## src/rtl/serial_subtractor.sv

```systemverilog
// Bit-serial unsigned subtractor: diff = a - b, LSB first, one bit per clock,
// with a start/busy/done handshake and a registered borrow flip-flop.
module serial_subtractor #(
   parameter int WIDTH = 4
) (
   input  logic             clk,
   input  logic             rst,
   input  logic             start,
   input  logic [WIDTH-1:0] a,
   input  logic [WIDTH-1:0] b,
   output logic             busy,
   output logic             done,
   output logic [WIDTH-1:0] diff,
   output logic             borrow
);

   localparam int CW = $clog2(WIDTH) + 1;
   localparam logic [CW-1:0] CNT_LAST = CW'(WIDTH - 1);
   localparam logic [CW-1:0] CNT_ONE  = {{(CW-1){1'b0}}, 1'b1};

   typedef enum logic [1:0] {
      IDLE  = 2'd0,
      SHIFT = 2'd1,
      DONE  = 2'd2
   } state_t;

   // One full-subtractor step built from two half subtractors: returns {bo, d}.
   function automatic logic [1:0] sub_bit(input logic x, input logic y, input logic bi);
      logic d;
      logic bo;
      d  = x ^ y ^ bi;
      bo = (~x & y) | (~(x ^ y) & bi);
      return {bo, d};
   endfunction

   state_t           state_r;
   state_t           next_state_s;
   logic             load_s;
   logic             last_s;
   logic [1:0]       bit_s;
   logic [WIDTH-1:0] a_r;
   logic [WIDTH-1:0] b_r;
   logic [WIDTH-1:0] res_r;
   logic [WIDTH-1:0] diff_r;
   logic [CW-1:0]    count_r;
   logic             bff_r;
   logic             borrow_r;
   logic             busy_r;
   logic             done_r;

   assign bit_s  = sub_bit(a_r[0], b_r[0], bff_r);
   assign last_s = (count_r == CNT_LAST);

   assign busy   = busy_r;
   assign done   = done_r;
   assign diff   = diff_r;
   assign borrow = borrow_r;

   // Next-state decode; a start is only honoured from IDLE or DONE.
   always_comb begin
      next_state_s = state_r;
      load_s       = 1'b0;
      case (state_r)
         IDLE: begin
            if (start) begin
               next_state_s = SHIFT;
               load_s       = 1'b1;
            end else begin
               next_state_s = IDLE;
            end
         end
         SHIFT: begin
            if (last_s) begin
               next_state_s = DONE;
            end else begin
               next_state_s = SHIFT;
            end
         end
         DONE: begin
            if (start) begin
               next_state_s = SHIFT;
               load_s       = 1'b1;
            end else begin
               next_state_s = IDLE;
            end
         end
         default: begin
            next_state_s = IDLE;
            load_s       = 1'b0;
         end
      endcase
   end

   // State, datapath and registered handshake outputs.
   always_ff @(posedge clk) begin
      if (rst) begin
         state_r  <= IDLE;
         a_r      <= {WIDTH{1'b0}};
         b_r      <= {WIDTH{1'b0}};
         res_r    <= {WIDTH{1'b0}};
         diff_r   <= {WIDTH{1'b0}};
         count_r  <= {CW{1'b0}};
         bff_r    <= 1'b0;
         borrow_r <= 1'b0;
         busy_r   <= 1'b0;
         done_r   <= 1'b0;
      end else begin
         state_r <= next_state_s;
         busy_r  <= (next_state_s == SHIFT);
         done_r  <= (next_state_s == DONE);
         if (load_s) begin
            a_r     <= a;
            b_r     <= b;
            bff_r   <= 1'b0;
            count_r <= {CW{1'b0}};
         end else if (state_r == SHIFT) begin
            a_r     <= {1'b0, a_r[WIDTH-1:1]};
            b_r     <= {1'b0, b_r[WIDTH-1:1]};
            res_r   <= {bit_s[0], res_r[WIDTH-1:1]};
            bff_r   <= bit_s[1];
            count_r <= count_r + CNT_ONE;
            // The final bit goes straight to the visible result alongside the shift.
            if (last_s) begin
               diff_r   <= {bit_s[0], res_r[WIDTH-1:1]};
               borrow_r <= bit_s[1];
            end
         end
      end
   end

endmodule
```

## config.mk

```make
export PLATFORM = sky130hd
export DESIGN_NAME = serial_subtractor
export DESIGN_NICKNAME = d
export VERILOG_FILES = /design/src/rtl/serial_subtractor.sv
export SDC_FILE = /design/constraint.sdc
export NUM_CORES = 1
export LEC_CHECK = 0
export CAP_MARGIN = 20
export CORE_AREA = 2 2 46 52
export DETAILED_ROUTE_END_ITERATION = 10
export DIE_AREA = 0 0 48 54
export HOLD_SLACK_MARGIN = 0.05
export PLACE_DENSITY = 0.82
export SLEW_MARGIN = 20
export SYNTH_ARGS = -nofsm -noshare
export SYNTH_HDL_FRONTEND = slang
export SYNTH_SLANG_ARGS = --single-unit
```

## constraint.sdc

```tcl
create_clock -name clk -period 1.71 [get_ports clk]
set_input_delay 0.171 -clock clk [delete_from_list [all_inputs] [get_ports clk]]
set_output_delay 0.171 -clock clk [all_outputs]
set_load 0.01 [all_outputs]
```

# Yosys cells after proc, flatten, opt, wreduce, memory -nomap -nowiden
# Cells that the tools add are included.
# word_totals
regBits	25
input_bits	11
out_inout_bits	7
wordCells	39
# op_classes
add_sub_neg	1
n_eq_ne	5
n_mux	9
bitwise	8
n_reduce_logical	6
# ops
cell	n
$mux 4	4
$eq 2x1->1 const B	2
$eq 2x2->1 const B	2
$pmux 2 s2	1
$reduce_or 2->1	2
$add 3x1->3 const B	1
$eq 3x2->1 const B	1
$mux 1	3
$not 1->1	3
$reduce_and 3->1	1
$and 1x1->1	2
$logic_not 2->1	1
$mux 2	1
$reduce_and 2->1	1
$reduce_bool 2->1	1
$xor 1x1->1	2
$or 1x1->1	1

# Longest topological paths before layout
# depth
word_depth	5
mapped_depth	6
ltp_nobuf	5

# Least setup slack after synthesis
# Ideal clock, no wire load.
# synth_timing
kind	register to register
start	reg count_r[0]
end	reg diff_r[0], in the netlist diff[0]
setup_time_ns	0.071
t_arrival_ns	1.151
t_required_ns	1.639
slack_ns	0.488
stages_incl_launch_ff	7
n_path_buf	1
synth_period_minus_slack_ns	1.222
path_cell_list	dfxtp_1 ha_1 ha_1 buf_2 nand3b_1 nand2_1 a21oi_1
# synth_between
elab_chain_cells	2
# synth_lines
element	line_no	source
start, declared	45	logic [CW-1:0] count_r;
start signal, assigned	102	count_r <= {CW{1'b0}};
start signal, assigned	115	count_r <= {CW{1'b0}};
start signal, assigned	121	count_r <= count_r + CNT_ONE;
$eq 3x2->1	52	assign last_s = (count_r == CNT_LAST);
$reduce_and 3->1 (no source line)	n/a	
end signal, assigned	101	diff_r <= {WIDTH{1'b0}};
end signal, assigned	124	diff_r <= {bit_s[0], res_r[WIDTH-1:1]};
end, declared	44	logic [WIDTH-1:0] diff_r;
# No other way between the ends.
# A chain may end at the register's enable or synchronous reset.

# Worst setup path after layout
# layout_timing
start	reg count_r[0]
end	reg diff_r[3], in the netlist diff[3]
# The elaborated chain is that of the path after synthesis.

==> results.yml <==
critical_path:
  cpPeakStageDelay_ps: 370
  end_kind: "flip-flop"
  cp_cell_sequence: "ha_1 > ha_1 > nand3b_1 > nand2_1 > a21oi_1"
  crit_start: "count_r[0]$_SDFFE_PP0N_"
  required_ps: 1900
  r2r_end: "diff[3]$_SDFFE_PP0P_"
  start_kind: "flip-flop"
  ff2ff_path_depth: 5
  cp.depth: 5
  crit_type: "reg2reg"
  reg2reg_from: "count_r[0]$_SDFFE_PP0N_"
  cp_max_fo: 8
  rrSetupSlack_ps: 320
  cp_common_cell: "ha_1"
  slowest_stage: "dfxtp_1"
  crit_buf_inv: 0
  critPathTopFamily: "adder cells"
  critical_path_arrival_ps: 1580
logic_synthesis:
  synth_cell_types: 26
  synthFlopType: "dfxtp_1"
  yosys_warnings: 0
  avgSynthCellArea_um2: 9.52
  yosys_register_bits: 24
  synth_nets: 116
  syn_inst: 102
  synth_top_cell_by_area: "dfxtp_1"
  synth_edf_count: 0
  ys_seq_area_share_pct: 49.5
  synth_area_um2: 971
  ys_async_sr_fraction_pct: 0
  yosysTopAreaCellShare_pct: 49.5
  ys_top_cells_by_area: "dfxtp_1 49%, nand2_1 5.4%, a21oi_1 4.6%, a311oi_2 4.6%, nor3_1 4.1%"
floorplanning:
  ios: 18
  start_util_pct: 45.4
  core_um2: 2140
  dieHeight_um: 54
  num_rows: 18
  dieArea_um2: 2590
  die-width_um: 48
cells_and_area:
  drive_gt1_share_pct: 11.1
  num-fill-cells: 198
  num_antenna_cells: 0
  fin_area_um2: 1200
  area_growth_pct: 23.6
  ff_latch_area_um2: 480
  multiInputGateArea_um2: 433
  final_nets: 132
hold_path:
  holdPathStages: 2
  hp-start: "diff[0]$_SDFFE_PP0P_"
  hold_path.class: "reg2reg"
  whs_endpoint: "diff[0]$_SDFFE_PP0P_"
power_and_ir_drop:
  switching_share_pct: 22.0
  p_leak_nw: 0.418
  p_sw_w: 0.000252
  p_per_area_nw_per_um2: 955
  clkPwrFrac_pct: 34.4
  intPower_w: 0.000894
  p_total_w: 0.00115
  max-vdd-ir-drop_mv: 0.567
  p_seq_share_pct: 52.6
  power_frac_comb_pct: 13.0
sta:
  max_freq_ghz: 0.720
  tns_ps: 0
  slew_violations: 0
  period_share_pct: 81.2
  fin_worst_skew_ps: 6.98
  holdWs_ps: 462
  rsz0062_at_grt: "no"
  setup_viol: 0
  worst_slew_pin_slew_ps: 499
  relSlewSlack_pct: 66.7
  finalHoldViolations: 0
  min_period_ps: 1390
drt:
  vias: 732
  remaining_drc_errors: 0
  post_drt_wl_per_cell_um: 11.5
  routed_wl_um: 1690
  vias_per_cell: 4.98
  first_pass_iters: 4
  ant_nets: 0
  drt_iter0_drc: 7
clock_network:
  cts_buffers: 3
  clock_sink_count: 24
  cts_resized: 0
  cts_buffer_depth: 2
  post_cts_buffers: 0
  clkLatencyLatePin_ps: 300
  cts.clk_slew.worst_paths_ps: 130
  cts.htree.levels: 1
  cts_root_buffer: "clkbuf_4"
  hold_buffers: 0
  cts_tree: "yes"
placement:
  port_buffers: 17
  dpl.hpwl_um: 1230
  place_congestion: 0.768
  placed_cell_area_um2: 1150
grt:
  antenna_found_initial: 0
  grt_usage_pct: 15.8
  grt_start_max_net_pins: 25
  grt_pass1_wl_um: 2950
  grt_pass1_vias: 694
  overflow: 0
flow_run:
  max_cap_viol_count: 0
status:
  status: "complete, no violations"
## area by class of cell
type | count | share of cell area, %
Multi-Input combinational cell | 67 | 36.1
Tap cell | 30 | 3.13
Timing Repair Buffer | 19 | 15.4
Clock buffer | 3 | 1.88
Clock inverter | 1 | 2.50
Sequential cell | 24 | 40.0
Inverter | 3 | 0.938
## metal layers
metal | wire length, um | share of wire [%] | track usage (%) | vias to the layer above
li1 | - | - | - | 382
met1 | 759 | 45 | 20.3 | 335
met2 | 862 | 51 | 27.1 | 15
met3 | 66 | 3.9 | 2.01 | 0
met4 | 0 | 0 | 4.05 | 0
met5 | 0 | 0 | 0 | -
## registers in the layout, indices dropped and copies added, names as in the netlist
| name | cells |
|---|---|
| a_r | 4 |
| b_r | 4 |
| diff | 4 |
| count_r | 3 |
| res_r | 3 |
| state_r | 2 |
| bff_r | 1 |
| borrow | 1 |
| busy | 1 |
| done | 1 |
## how the worst max path moves through the flow
stage	slack (ps)	endpoint
2_1_floorplan	490	diff[0]$_SDFFE_PP0P_
3_3_place_gp	360	diff[0]$_SDFFE_PP0P_
3_5_place_dp	290	b_r[0]$_SDFFE_PP0P_
4_1_cts	310	diff[3]$_SDFFE_PP0P_
5_1_grt	200	diff[3]$_SDFFE_PP0P_
6_report	320	diff[3]$_SDFFE_PP0P_
## layout by cell type, fill, tap and decap left out
cell / n
a2111oi_2: 2
nor2_1: 7
nor2_2: 1
mux2i_1: 3
o22ai_1: 3
clkbuf_4: 3
bufinv_16: 1
clkdlybuf4s50_1: 17
a21oi_1: 9
a22oi_1: 1
dfxtp_1: 24
buf_4: 2
a311oi_2: 3
nand2_1: 14
and2b_4: 1
inv_1: 3
xnor2_1: 1
a311oi_1: 1
nand3b_1: 1
ha_1: 2
nand2b_1: 2
nor2b_1: 1
nor3_1: 8
nand3_1: 5
fa_1: 1
o21a_1: 1
## worst min-delay path, delay by kind of cell (launching register included)
family	cells	cell delay (ps)
AOI/OAI and AO/OA	1	50
DFF	1	330
and+or+nand+nor	1	50
## stage by stage
stage | worst slack, ps | cells | utilization, %
3_5_place_dp | 289 | 143 | 53.6
3_3_place_gp | 355 | 143 | 53.6
4_1_cts | 309 | 147 | 56.1
5_1_grt | 199 | 147 | 56.1
2_1_floorplan | 488 | 102 | -
6_report | 322 | 147 | 56.1
## synthesized netlist by cell type (all sizes together), types with 3 or more instances
cell,count
buf,6
nor2,8
nand2,14
dfxtp,24
nand3,5
mux2i,3
a21oi,9
o22ai,3
nor3,8
a311oi,4
inv,3
## power groups by stage
stage | registers (W) | logic, W | clock network [W]
final | 0.000603 | 0.000149 | 0.000394
after global routing | 0.000606 | 0.000168 | 0.000422
after CTS | 0.000603 | 0.000150 | 0.000405
after detailed placement | 0.000615 | 0.000149 | 0
after global placement | 0.000613 | 0.000144 | 0
after floorplan | 0.000612 | 0.000107 | 0
## logic make-up after synthesis
kind of cell | Yosys count | share of synthesized area (%)
XOR/XNOR | 1 | 0.902
adder cells (fa/ha/maj) | 3 | 4.64
buffers and inverters | 11 | 5.93
AND/OR/NAND/NOR | 40 | 19.2
multiplexers | 3 | 3.09
flip-flops | 24 | 49.5
AO/OA/AOI/OAI | 20 | 16.8
(Power assumes the default switching activity.)
